<file path="config.mk">
export PLATFORM = sky130hd
export DESIGN_NAME = id_ex_stage
export DESIGN_NICKNAME = d
export VERILOG_FILES = /design/src/rtl/id_ex_stage.sv
export SDC_FILE = /design/constraint.sdc
export NUM_CORES = 1
export LEC_CHECK = 0
export BUFFER_PORTS_ARGS = -buffer_cell sky130_fd_sc_hd__clkbuf_2
export CAP_MARGIN = 25
export CELL_PAD_IN_SITES_DETAIL_PLACEMENT = 1
export CELL_PAD_IN_SITES_GLOBAL_PLACEMENT = 1
export CORE_UTILIZATION = 41
export CTS_BUF_LIST = sky130_fd_sc_hd__clkbuf_8
export CTS_CLUSTER_SIZE = 25
export DETAILED_ROUTE_END_ITERATION = 10
export GPL_TIMING_DRIVEN = 0
export PLACE_DENSITY = 0.95
export SLEW_MARGIN = 30
export SYNTH_ARGS = -nofsm -noshare
export SYNTH_HDL_FRONTEND = slang
export SYNTH_SLANG_ARGS = --single-unit
</file>
<file path="constraint.sdc">
create_clock -name clk -period 2.95 [get_ports clk]
set_input_delay 0.59 -clock clk [delete_from_list [all_inputs] [get_ports clk]]
set_output_delay 0.59 -clock clk [all_outputs]
set_load 0.02 [all_outputs]
</file>
<file path="src/rtl/id_ex_stage.sv">
// ID/EX pipeline stage: resolves forwarded operands at capture and buffers up to
// two instructions (main + skid) so the registered in_ready never stalls throughput.
module id_ex_stage #(
    parameter int WIDTH = 8,
    parameter int OPW   = 4,
    parameter int RAW   = 3
) (
    input  logic             clk,
    input  logic             rst,
    input  logic             in_valid,
    output logic             in_ready,
    input  logic [OPW-1:0]   in_op,
    input  logic [RAW-1:0]   in_rs,
    input  logic [RAW-1:0]   in_rt,
    input  logic [RAW-1:0]   in_rd,
    input  logic [WIDTH-1:0] rs_data,
    input  logic [WIDTH-1:0] rt_data,
    input  logic [WIDTH-1:0] in_imm,
    input  logic             in_use_imm,
    input  logic             fwd_ex_valid,
    input  logic [RAW-1:0]   fwd_ex_rd,
    input  logic [WIDTH-1:0] fwd_ex_data,
    input  logic             fwd_wb_valid,
    input  logic [RAW-1:0]   fwd_wb_rd,
    input  logic [WIDTH-1:0] fwd_wb_data,
    input  logic             flush,
    output logic             out_valid,
    input  logic             out_ready,
    output logic [OPW-1:0]   out_op,
    output logic [WIDTH-1:0] out_a,
    output logic [WIDTH-1:0] out_b,
    output logic [RAW-1:0]   out_rd
);

    typedef enum logic [1:0] {
        EMPTY,
        ONE,
        FULL
    } state_t;

    typedef struct packed {
        logic [OPW-1:0]   op;
        logic [WIDTH-1:0] a;
        logic [WIDTH-1:0] b;
        logic [RAW-1:0]   rd;
    } entry_t;

    state_t state, state_next;
    entry_t main_q, main_next;
    entry_t skid_q, skid_next;
    entry_t incoming;
    logic [WIDTH-1:0] op_a, op_b;
    logic in_xfer, out_xfer;

    // Register 0 is hardwired zero; a nonzero source match implies a nonzero bypass rd.
    always_comb begin
        op_a = rs_data;
        if (in_rs == '0)
            op_a = '0;
        else if (fwd_ex_valid && fwd_ex_rd == in_rs)
            op_a = fwd_ex_data;
        else if (fwd_wb_valid && fwd_wb_rd == in_rs)
            op_a = fwd_wb_data;

        op_b = rt_data;
        if (in_use_imm)
            op_b = in_imm;
        else if (in_rt == '0)
            op_b = '0;
        else if (fwd_ex_valid && fwd_ex_rd == in_rt)
            op_b = fwd_ex_data;
        else if (fwd_wb_valid && fwd_wb_rd == in_rt)
            op_b = fwd_wb_data;
    end

    assign incoming = '{op: in_op, a: op_a, b: op_b, rd: in_rd};
    assign in_xfer  = in_valid & in_ready;
    assign out_xfer = out_valid & out_ready;

    always_comb begin
        state_next = state;
        main_next  = main_q;
        skid_next  = skid_q;
        if (flush) begin
            state_next = EMPTY;
        end else begin
            unique case (state)
                EMPTY: begin
                    if (in_xfer) begin
                        main_next  = incoming;
                        state_next = ONE;
                    end
                end
                ONE: begin
                    if (in_xfer && out_xfer) begin
                        main_next = incoming;
                    end else if (in_xfer) begin
                        skid_next  = incoming;
                        state_next = FULL;
                    end else if (out_xfer) begin
                        state_next = EMPTY;
                    end
                end
                FULL: begin
                    if (out_xfer) begin
                        main_next  = skid_q;
                        state_next = ONE;
                    end
                end
                default: state_next = EMPTY;
            endcase
        end
    end

    always_ff @(posedge clk or posedge rst) begin
        if (rst) begin
            state  <= EMPTY;
            main_q <= '0;
            skid_q <= '0;
        end else begin
            state  <= state_next;
            main_q <= main_next;
            skid_q <= skid_next;
        end
    end

    // Handshake flags decode straight from the state register, so both are registered.
    assign in_ready  = (state != FULL);
    assign out_valid = (state != EMPTY);
    assign out_op    = main_q.op;
    assign out_a     = main_q.a;
    assign out_b     = main_q.b;
    assign out_rd    = main_q.rd;

endmodule

</file>
[Yosys cells after proc, flatten, opt, wreduce, memory -nomap -nowiden]
Index checks and enable logic that the tools add are counted.
Word-level totals
  register bits after elaboration: 48
  input port bits: 67
  word-level logic and storage cells: 58
Cells by class
  equality and inequality tests: 14
  muxes and demuxes: 18
  bitwise gates (word level): 4
  reductions and logical operators: 13
Operators by type and width (number)
  two-way mux 23 bit: 3
  case mux 23 bit (3 select lines): 1
  two-way mux 8 bit: 7
  == test 3 bit: 4
  two-way mux 2 bit: 6
  != test 3 bit (second input constant): 3
  != test 2 bit (second input constant): 4
  AND reduction 4 bit: 2
  zero test 3 bit: 2
  case mux 2 bit (3 select lines): 1
  logical AND 1 bit: 5
  AND reduction 5 bit: 1
  != test 4 bit (second input constant): 1
  nonzero test 3 bit: 1
  bitwise AND 1 bit: 2
  == test 2 x 1 -> 1 bit (second input constant): 1
  == test 2 bit (second input constant): 1
  zero test 2 bit: 1
  NOT 1 bit: 2
  nonzero test 2 bit: 1

[Longest topological paths before layout]
Gate-level depths: netlist of run 1.
  word-level depth: 8
  gate-level depth with buffers: 7

[Worst setup path after synthesis of run 1]
Ideal clock, no wire load.
  path kind: input -> register
  from: in out_ready
  to: reg skid_q[11] (netlist name)
  setup time: 0.151 ns
  arrival time: 1.553 ns
  data required time: 2.799 ns
  slack: 1.246 ns
  stages on the path: 6
  path buffers: 2
  cell sequence: nand2b_2 > or3_1 > clkbuf_1 > buf_2 > nand2_1 > o21ai_1
On the way
  cells in the longest elaborated chain, start to end: 4
Ends and longest elaborated chain
  start: declaration: RTL line 28  | input logic out_ready,
  bitwise AND 1 bit: RTL line 78  | assign out_xfer = out_valid & out_ready;
  logical AND 1 bit: RTL line 95  | if (in_xfer && out_xfer) begin
  NOT 1 bit (no source line)
  AND reduction 4 bit (no source line)
  end signal: assignment: RTL line 123  | skid_q <= skid_next;
  end: declaration: RTL line 50  | entry_t skid_q, skid_next;
Every way passes these cells.
A chain may end at the register's enable or synchronous reset.

[Worst setup path in the final report of run 1]
  from: reg state[1]
  to: out in_ready
On the way
  cells in the longest elaborated chain, start to end: 1
Ends and longest elaborated chain
  start: declaration: RTL line 48  | state_t state, state_next;
  start signal: assignment: RTL line 121  | state <= state_next;
  != test 2 bit: RTL line 128  | assign in_ready = (state != FULL);
  end: declaration: RTL line 11  | output logic in_ready,
Every way passes these cells.

==> impl_metrics.toml, run 1 <==
[synth]
synth-edff-count = 0
synthAdderAreaFrac = 0
synthMuxAreaShare = 0.0921
synth_top_family_by_area = "compound AO/OA/AOI/OAI gates"
ys_async_sr_fraction = 1.00
synth_compound_area_frac = 0.201
yosys_most_used_dff = "dfrtp_1"
yosysWarnings = 0
synth-seq-cells = 48
yosysSeqAreaShare = 0.461
syn_area_mm2 = 0.00261
synth_nets = 353
synthSimpleGateAreaFrac = 0.172
synth.avg_cell_area_um2 = 9.12
netlist_instances = 286
synthDistinctLibCells = 40
synth_xor_area_frac = 0.0403

[clock_network]
ctsHtreeMaxLevel = 2
cts_tree = "built"
cts_hold_buf = 0
path_clk_slew_ns = 0.09
cts_resized = 0
clk-insertion-delay-late_ns = 0.31
clockRootBuffer = "clkbuf_8"
cts_inserted_buffers = 5
post-cts-setup-buffer-count = 0
numClockSinks = 48
cts_buffer_depth = 2

[run_status]
status = "finished, final reports clean"

[timing]
grt_setup_unrepaired = "no"
hold_slack_ns = 0.346
setup_viol_count_final = 0
setup_slack_ns = 0.494
maxSlewHeadroom = 0.538
period_needed_ns = 2.46
max_freq_mhz = 407
timing.setup.tns_ns = 0
finalCritPeriodShare = 0.833
finalHoldViolCount = 0
worstMarginPinSlew_ns = 0.692
slew_violations = 0
worst_clock_skew_ns = 0.00670

[detailed_routing]
first_pass_iters = 4
vias = 2595
drt_iter0_drc = 138
avgRoutedWirePerCell_um = 18.6
drc_errors = 0
wl_um = 8530
routed_via_density = 5.65
ant_nets = 0

[worst_setup_path]
critPathArrivalTime_ns = 1.87
setup.worst_path.class = "reg2out"
cp.required_ns = 2.36
cp-end-kind = "primary output"
start_kind = "register"
path_max_fanout = 10

[finish]
syn_to_final_growth_pct = 26.3
diodes = 0
multi_input_area_mm2 = 0.00133
nets = 450
layoutNonFillerInstCount = 459
layout_commonest_cell = "clkbuf_2"
seq_area_mm2 = 0.00120
drive_gt1_frac = 0.326
mostFrequentLayoutCells = "90 x clkbuf_2, 55 x nand2_1, 48 x dfrtp_1"
fillerInstances = 752

[floorplan]
fp.dieH_um = 81.8
io_pins = 92
row_count = 28
die_area_mm2 = 0.00668
start_util = 0.433
die_w_um = 81.8
core_area_mm2 = 0.00603

[global_route]
grt_max_degree = 49
first_global_vias = 2865
antenna_found_initial = 0
grt_pass1_wl_um = 13800
grtUsageTotal = 0.278
grt.overflow.total = 0

[flow_run]
maxCapViolCount = 0

[place]
dp_hpwl_um = 6620
placed_cells = 451
gp_congestion = 0.823
dp_slack_ns = 0.650
port_buffers = 90

[hold_path]
hp-class = "in2async"

[power]
power.density_mw_per_mm2 = 591
ir_worst_vdd_uv = 233
leakagePower_uw = 0.00161
-- Yosys cell counts, types with 2 or more instances --
cell type / n / area share
xor2_1: 3 / 0.010
clkbuf_1: 5 / 0.0072
xnor2_1: 9 / 0.030
dfrtp_1: 48 / 0.46
o31ai_1: 2 / 0.0058
nor3_1: 2 / 0.0038
nor2b_1: 2 / 0.0048
mux2i_1: 15 / 0.058
nand4_1: 2 / 0.0048
inv_1: 2 / 0.0029
a21o_1: 7 / 0.020
a21oi_1: 18 / 0.035
nor2_1: 27 / 0.039
o21ai_0: 6 / 0.012
buf_2: 6 / 0.012
o22a_1: 3 / 0.010
buf_6: 2 / 0.0086
mux2_2: 8 / 0.035
o21ai_1: 10 / 0.019
o22ai_1: 15 / 0.036
nand2_1: 55 / 0.079
a31oi_1: 21 / 0.050
-- cells by family (layout without fill, tap and decap cells) --
| logic type | after synthesis | after routing |
|---|---|---|
| buffers and inverters | 17 | 115 |
| xor gates and xnor gates | 12 | 12 |
| DFF | 48 | 48 |
| AOI/OAI and AO/OA | 86 | 86 |
| and+or+nand+nor | 100 | 100 |
| muxes | 23 | 23 |
-- final timing paths --
| kind | from | end | slack, ns | cells past startpoint |
|---|---|---|---|---|
| worst max register to register | state[0] | out_b[5] | 1.11 | 6 |
| max in group asynchronous | rst | skid_q[10] | 2.19 | 2 |
| worst max-delay path | state[1] | in_ready | 0.49 | 4 |
| worst min-delay path | rst | skid_q[21] | 0.35 | 2 |
| worst min register to register | skid_q[22] | skid_q[22] | 0.49 | 2 |
| min in group clk | in_rd[1] | skid_q[1] | 0.49 | 3 |
-- worst max-delay path, cell delays in order (launching register included) --
cell and delay [ns]:
dfrtp_1 0.45, and2b_1 0.27, inv_1 0.15, clkbuf_1 0.43, clkbuf_2 0.26
-- power by group --
part           leakage (uW)  switching, uW  internal (uW)
combinational      0.000962            314            215
sequential         0.000584           90.0            803
clock             0.0000645            226            299
-- per-stage QoR --
stage	total power (uW)	utilization	cell area, um^2
after floorplan	1220	-	2610
after global placement	1390	0.523	3150
after detailed placement	1430	0.525	3160
after CTS	1960	0.546	3290
after global routing	2040	0.547	3290
final	1950	0.547	3290
-- per-layer routing --
metal,track usage,part of all wire,vias up
met3,0.0444,0.044,28
met2,0.479,0.51,97
met4,0.130,0.037,0
met1,0.338,0.41,1262
met5,0,0,-
li1,-,-,1208
-- flip-flops by register name, summed over array words and instances (netlist names) --
signal and count:
out_op 4, skid_q 23, state 2, out_rd 3
out_b 8, out_a 8
-- cell type report --
type                            count  share of cell area
Inverter                            2             0.00304
Multi-Input combinational cell    221               0.403
Clock inverter                      1             0.00912
Buffer                             15              0.0251
Clock buffer                        7              0.0293
Sequential cell                    48               0.365
Timing Repair Buffer               90               0.137
Tap cell                           75              0.0285
Note: power is estimated with default switching activity, not from simulation.
==> inputs of run 2 (changes only) <==
--- a/config.mk
+++ b/config.mk
@@ -5,16 +5,17 @@
 export SDC_FILE = /design/constraint.sdc
 export NUM_CORES = 1
 export LEC_CHECK = 0
+export ABC_AREA = 1
 export BUFFER_PORTS_ARGS = -buffer_cell sky130_fd_sc_hd__clkbuf_2
 export CAP_MARGIN = 25
 export CELL_PAD_IN_SITES_DETAIL_PLACEMENT = 1
 export CELL_PAD_IN_SITES_GLOBAL_PLACEMENT = 1
-export CORE_UTILIZATION = 41
+export CORE_UTILIZATION = 36
 export CTS_BUF_LIST = sky130_fd_sc_hd__clkbuf_8
 export CTS_CLUSTER_SIZE = 25
 export DETAILED_ROUTE_END_ITERATION = 10
 export GPL_TIMING_DRIVEN = 0
-export PLACE_DENSITY = 0.95
+export PLACE_DENSITY = 0.9
 export SLEW_MARGIN = 30
 export SYNTH_ARGS = -nofsm -noshare
 export SYNTH_HDL_FRONTEND = slang
==> constraint.sdc (replaced) <==
create_clock -name clk -period 2.5 [get_ports clk]
set_input_delay 0.5 -clock clk [delete_from_list [all_inputs] [get_ports clk]]
set_output_delay 0.5 -clock clk [all_outputs]
set_load 0.02 [all_outputs]
==> run 2 against run 1 <==
  * Non-clock buffer count down 2
  * Clock skew up 0.0023 ns
  * Sequential share of layout area down 4.1 points
  * Via count up 26%
  * First-iteration DRC count down 23%
  * Synthesized cell count up 59%
  * Total power up 36%
  * Clock power up 29%
  * Sequential power up 28%
  * Count of clock-buffer cells in the layout down 2
  * Routed wire length up 13%
  * Setup slack worse by 0.13 ns
  * Largest power group unchanged
  * Highest routed layer unchanged
==> impl_metrics.toml, run 2 <==
[run_status]
status = "finished, final reports clean"

[worst_setup_path]
cp.required_ns = 2.00
setup.worst_path.class = "reg2out"
r2r_start = "state[0]"
reg2regPathDepth = 6
cp-end-kind = "primary output"
critPathArrivalTime_ns = 1.64
critPathMaxStageDelay_ns = 0.37
crit_top_cell = "buf_2"
crit_family = "buffers and inverters"
r2r_slack_ns = 0.90
start_kind = "register"
critPathBufInv = 4
crit_slowest_cell = "dfrtp_1"
path_max_fanout = 10
crit_chain = "inv_2, nand2_1, buf_2, buf_2, clkbuf_2"
rr_endpoint = "skid_q[2]"

[detailed_routing]
drt_iter0_drc = 106
avgRoutedWirePerCell_um = 14.7
drc_errors = 0
first_pass_iters = 4
wl_um = 9640
vias = 3276
routed_via_density = 5.00
ant_nets = 0

[global_route]
grt.overflow.total = 0
first_global_vias = 3428
grtUsageTotal = 0.242
antenna_found_initial = 0
grt_pass1_wl_um = 16300
grt_max_degree = 49

[timing]
hold_slack_ns = 0.248
worstMarginPinSlew_ns = 0.602
maxSlewHeadroom = 0.599
grt_setup_unrepaired = "no"
finalHoldViolCount = 0
setup_viol_count_final = 0
max_freq_mhz = 467
slew_violations = 0
period_needed_ns = 2.14
setup_slack_ns = 0.359
timing.setup.tns_ns = 0
worst_clock_skew_ns = 0.00905
finalCritPeriodShare = 0.856

[clock_network]
cts_resized = 0
cts_inserted_buffers = 5
cts_tree = "built"
clockRootBuffer = "clkbuf_8"
path_clk_slew_ns = 0.10
cts_buffer_depth = 2
clk-insertion-delay-late_ns = 0.30
numClockSinks = 48
cts_hold_buf = 0
ctsHtreeMaxLevel = 2
post-cts-setup-buffer-count = 0

[floorplan]
fp.dieH_um = 93.2
core_area_mm2 = 0.00789
die_area_mm2 = 0.00869
row_count = 32
die_w_um = 93.2
start_util = 0.380
io_pins = 92

[synth]
synth_most_common_cell = "nand2_1"
synth_nets = 522
yosysSeqAreaShare = 0.401
synth.avg_cell_area_um2 = 6.59
yosys.area.top_type_share = 0.401
synthDistinctLibCells = 21
yosysWarnings = 0
synth-seq-cells = 48
ys_async_sr_fraction = 1.00
yosys_most_used_dff = "dfrtp_1"
netlist_instances = 455
syn_area_mm2 = 0.00300
synth-edff-count = 0
yosys.area.top_type = "dfrtp_1"
synth_common_cells = "192 x nand2_1, 59 x nand3_1, 48 x dfrtp_1, 41 x inv_1, 33 x nor2_1"
synth_area_leaders = "dfrtp_1 40%, nand2_1 24%, nand3_1 9.9%"

[finish]
final_cell_area_mm2 = 0.00371
top_register = "skid_q"
drive_gt1_frac = 0.241
syn_to_final_growth_pct = 24.0
mostFrequentLayoutCells = "192 x nand2_1, 90 x clkbuf_2, 59 x nand3_1"
largest_register_ffs = 23
layout_commonest_cell = "nand2_1"
nets = 619
diodes = 0

[flow_run]
maxCapViolCount = 0

[place]
dp_slack_ns = 0.685
dp_hpwl_um = 7640
dpl_cell_area_mm2 = 0.00358
gp_congestion = 0.917
port_buffers = 90

[power]
ir_worst_vdd_uv = 391
power.total_uw = 2650
power.density_mw_per_mm2 = 714
leakagePower_uw = 0.00226

[hold_path]
hp-class = "in2async"
[run 2: metrics by stage]
| stage | std cells | util |
|---|---|---|
| after global placement | 647 | 0.453 |
| after global routing | 655 | 0.471 |
| final | 655 | 0.471 |
| after detailed placement | 647 | 0.454 |
| after CTS | 655 | 0.471 |
| after floorplan | 455 | - |
[run 2: worst max path at each step]
stage                     startpoint  endpoint  slack, ns  depth (start not counted)
after floorplan                  rst  out_a[0]       0.86                          1
after global placement           rst  out_a[2]       0.17                          2
after detailed placement    state[0]  in_ready       0.69                          5
after CTS                   state[0]  in_ready       0.34                          5
after global routing        state[0]  in_ready       0.28                          5
final                       state[0]  in_ready       0.36                          5
[run 2: kinds of logic after synthesis]
kind of cell	after synthesis	share of synthesized area
AO/OA/AOI/OAI	39	0.0689
XOR/XNOR	3	0.00877
buffers and inverters	64	0.0831
flip-flops	48	0.401
AND/OR/NAND/NOR	301	0.438
[run 2: worst reg2reg max path, stage by stage, from the launching register on]
cell	delay, ns
dfrtp_1	0.37
inv_2	0.06
nor2_1	0.12
nand4_1	0.26
inv_1	0.30
buf_2	0.28
o21ai_0	0.11
[run 2: cell type report]
| cell class | instances | area [um^2] |
|---|---|---|
| fillers | 1093 | 4170 |
| multi-input cells | 343 | 1550 |
| flip-flops and latches | 48 | 1200 |
| repair buffers | 90 | 450 |
| inverters | 51 | 194 |
| well taps | 102 | 128 |
| clock buffers | 5 | 68.8 |
| clock inverters | 3 | 68.8 |
| plain buffers | 13 | 57.6 |
[run 2: routing by layer]
metal	up-vias	GRT usage	wire length, um
met5	-	0	0
met4	0	0.0590	140
met3	10	0.0317	390
met2	91	0.444	4940
met1	1568	0.297	4170
li1	1607	-	-
[run 2: power breakdown]
part           leakage (uW)  internal [uW]  total [uW]  switching (uW)
combinational       0.00159            286         828             543
sequential         0.000604           1010        1140             130
clock             0.0000687            403         679             277
==> inputs of run 3 (changes only) <==
==> constraint.sdc (replaced) <==
create_clock -name clk -period 2 [get_ports clk]
set_input_delay 0.4 -clock clk [delete_from_list [all_inputs] [get_ports clk]]
set_output_delay 0.4 -clock clk [all_outputs]
set_load 0.02 [all_outputs]
==> run 3 against run 2 <==
  * Hold slack worse by 0.10 ns
  * Total power grew 25%
  * Setup slack worse by 0.28 ns
  * Sequential power is 25% higher
  * Clock skew grew 0.0012 ns
  * Cell area fell by 0.13%
  * Highest routed layer unchanged
  * Cell count down 0.15%
  * First-iteration DRC count is 15% higher
  * Combinational power rose by 26%
  * Count of clock-buffer cells in the layout stayed put
  * Clock power grew 25%
==> impl_metrics.toml, run 3 (synthesis gave the netlist of run 2 again) <==
[power]
swShare = 0.358
p_int_uw = 2130
pwr-share-clk = 0.256
pwr-share-seq = 0.432
power.density_mw_per_mm2 = 893
switching_power_uw = 1190
leakagePower_uw = 0.00226
ir_worst_vdd_uv = 487
p_comb_frac = 0.312

[floorplan]
die_w_um = 93.2
die_area_mm2 = 0.00869
fp.dieH_um = 93.2
start_util = 0.380
core_area_mm2 = 0.00789
io_pins = 92
row_count = 32

[clock_network]
post-cts-setup-buffer-count = 0
numClockSinks = 48
clockRootBuffer = "clkbuf_8"
cts_buffer_depth = 2
cts_resized = 0
ctsHtreeMaxLevel = 2
path_clk_slew_ns = 0.10
cts_hold_buf = 0
cts_inserted_buffers = 5
cts_tree = "built"
clk-insertion-delay-late_ns = 0.30

[place]
port_buffers = 90
placed_cells = 647
dp_hpwl_um = 7640
dp_slack_ns = 0.285
gp_congestion = 0.917

[worst_setup_path]
setup.worst_path.class = "reg2out"
critPathMaxStageDelay_ns = 0.40
cp.required_ns = 1.60
r2r_slack_ns = 0.41
crit_chain = "inv_2, nand2_1, buf_2, clkbuf_2"
start_kind = "register"
path_max_fanout = 19
cp-end-kind = "primary output"
crit_slowest_cell = "buf_2"
critPathArrivalTime_ns = 1.52

[timing]
worstMarginPinSlew_ns = 0.607
worst_clock_skew_ns = 0.0102
finalCritPeriodShare = 0.959
timing.setup.tns_ns = 0
slew_violations = 0
finalHoldViolCount = 0
max_freq_mhz = 521
grt_setup_unrepaired = "no"
setup_slack_ns = 0.0814
hold_slack_ns = 0.148
setup_viol_count_final = 0
period_needed_ns = 1.92
maxSlewHeadroom = 0.596

[finish]
layoutNonFillerInstCount = 654
layout_commonest_cell = "nand2_1"
mostFrequentLayoutCells = "192 x nand2_1, 90 x clkbuf_2, 59 x nand3_1"
fillerInstances = 1092
top_register = "skid_q"
nets = 618
syn_to_final_growth_pct = 23.8
drive_gt1_frac = 0.239
diodes = 0
largest_register_ffs = 23

[global_route]
grtUsageTotal = 0.241
grt_max_degree = 49
grt.overflow.total = 0
first_global_vias = 3429
antenna_found_initial = 0
grt_pass1_wl_um = 16300

[detailed_routing]
wl_um = 9600
routed_via_density = 5.00
drt_iter0_drc = 122
ant_nets = 0
vias = 3273
drc_errors = 0
avgRoutedWirePerCell_um = 14.7
first_pass_iters = 4

[run_status]
status = "finished, final reports clean"

[hold_path]
hp-class = "in2async"

[flow_run]
maxCapViolCount = 0
==> run 3: final timing paths <==
check,to,from,depth (start not counted)
setup / recovery,in_ready,state[0],4
hold / removal,out_rd[0],rst,2
setup reg to reg,skid_q[21],state[0],6
hold reg to reg,skid_q[5],skid_q[5],2
max in group asynchronous,skid_q[17],rst,2
min in group clk,skid_q[21],in_op[2],3
==> run 3: power groups by stage <==
stage                     sequential (uW)  clock (uW)  combinational, uW
after detailed placement             1450           0               1040
after floorplan                      1550           0                532
after global placement               1420           0                989
after CTS                            1430         866               1050
final                                1430         848               1040
after global routing                 1460         906               1160
==> run 3: through the flow <==
step | cell area, um^2 | power [uW] | util
floorplan | 3000 | 2090 | -
global placement | 3570 | 2410 | 0.453
detailed placement | 3580 | 2490 | 0.454
CTS | 3710 | 3340 | 0.470
global route | 3710 | 3530 | 0.470
finish | 3710 | 3310 | 0.470
==> run 3: layout make-up <==
class,instances,area (um^2),area share
plain buffers,12,52.6,0.0142
clock buffers,5,68.8,0.0185
well taps,102,128,0.0344
clock inverters,3,68.8,0.0185
multi-input cells,343,1550,0.417
inverters,51,194,0.0523
repair buffers,90,450,0.121
flip-flops and latches,48,1200,0.324
==> run 3: layer usage <==
layer | vias to the layer above | global-route usage | wire length, um
li1 | 1604 | - | -
met4 | 0 | 0.0628 | 155
met5 | - | 0 | 0
met1 | 1570 | 0.296 | 4220
met3 | 12 | 0.0317 | 311
met2 | 87 | 0.441 | 4910
==> run 3: worst max-delay path: cells and delay by family, from the launching register on <==
kind	cells	cell delay, ns
buffers and inverters	3	0.71
AND/OR/NAND/NOR	1	0.13
flip-flops	1	0.37
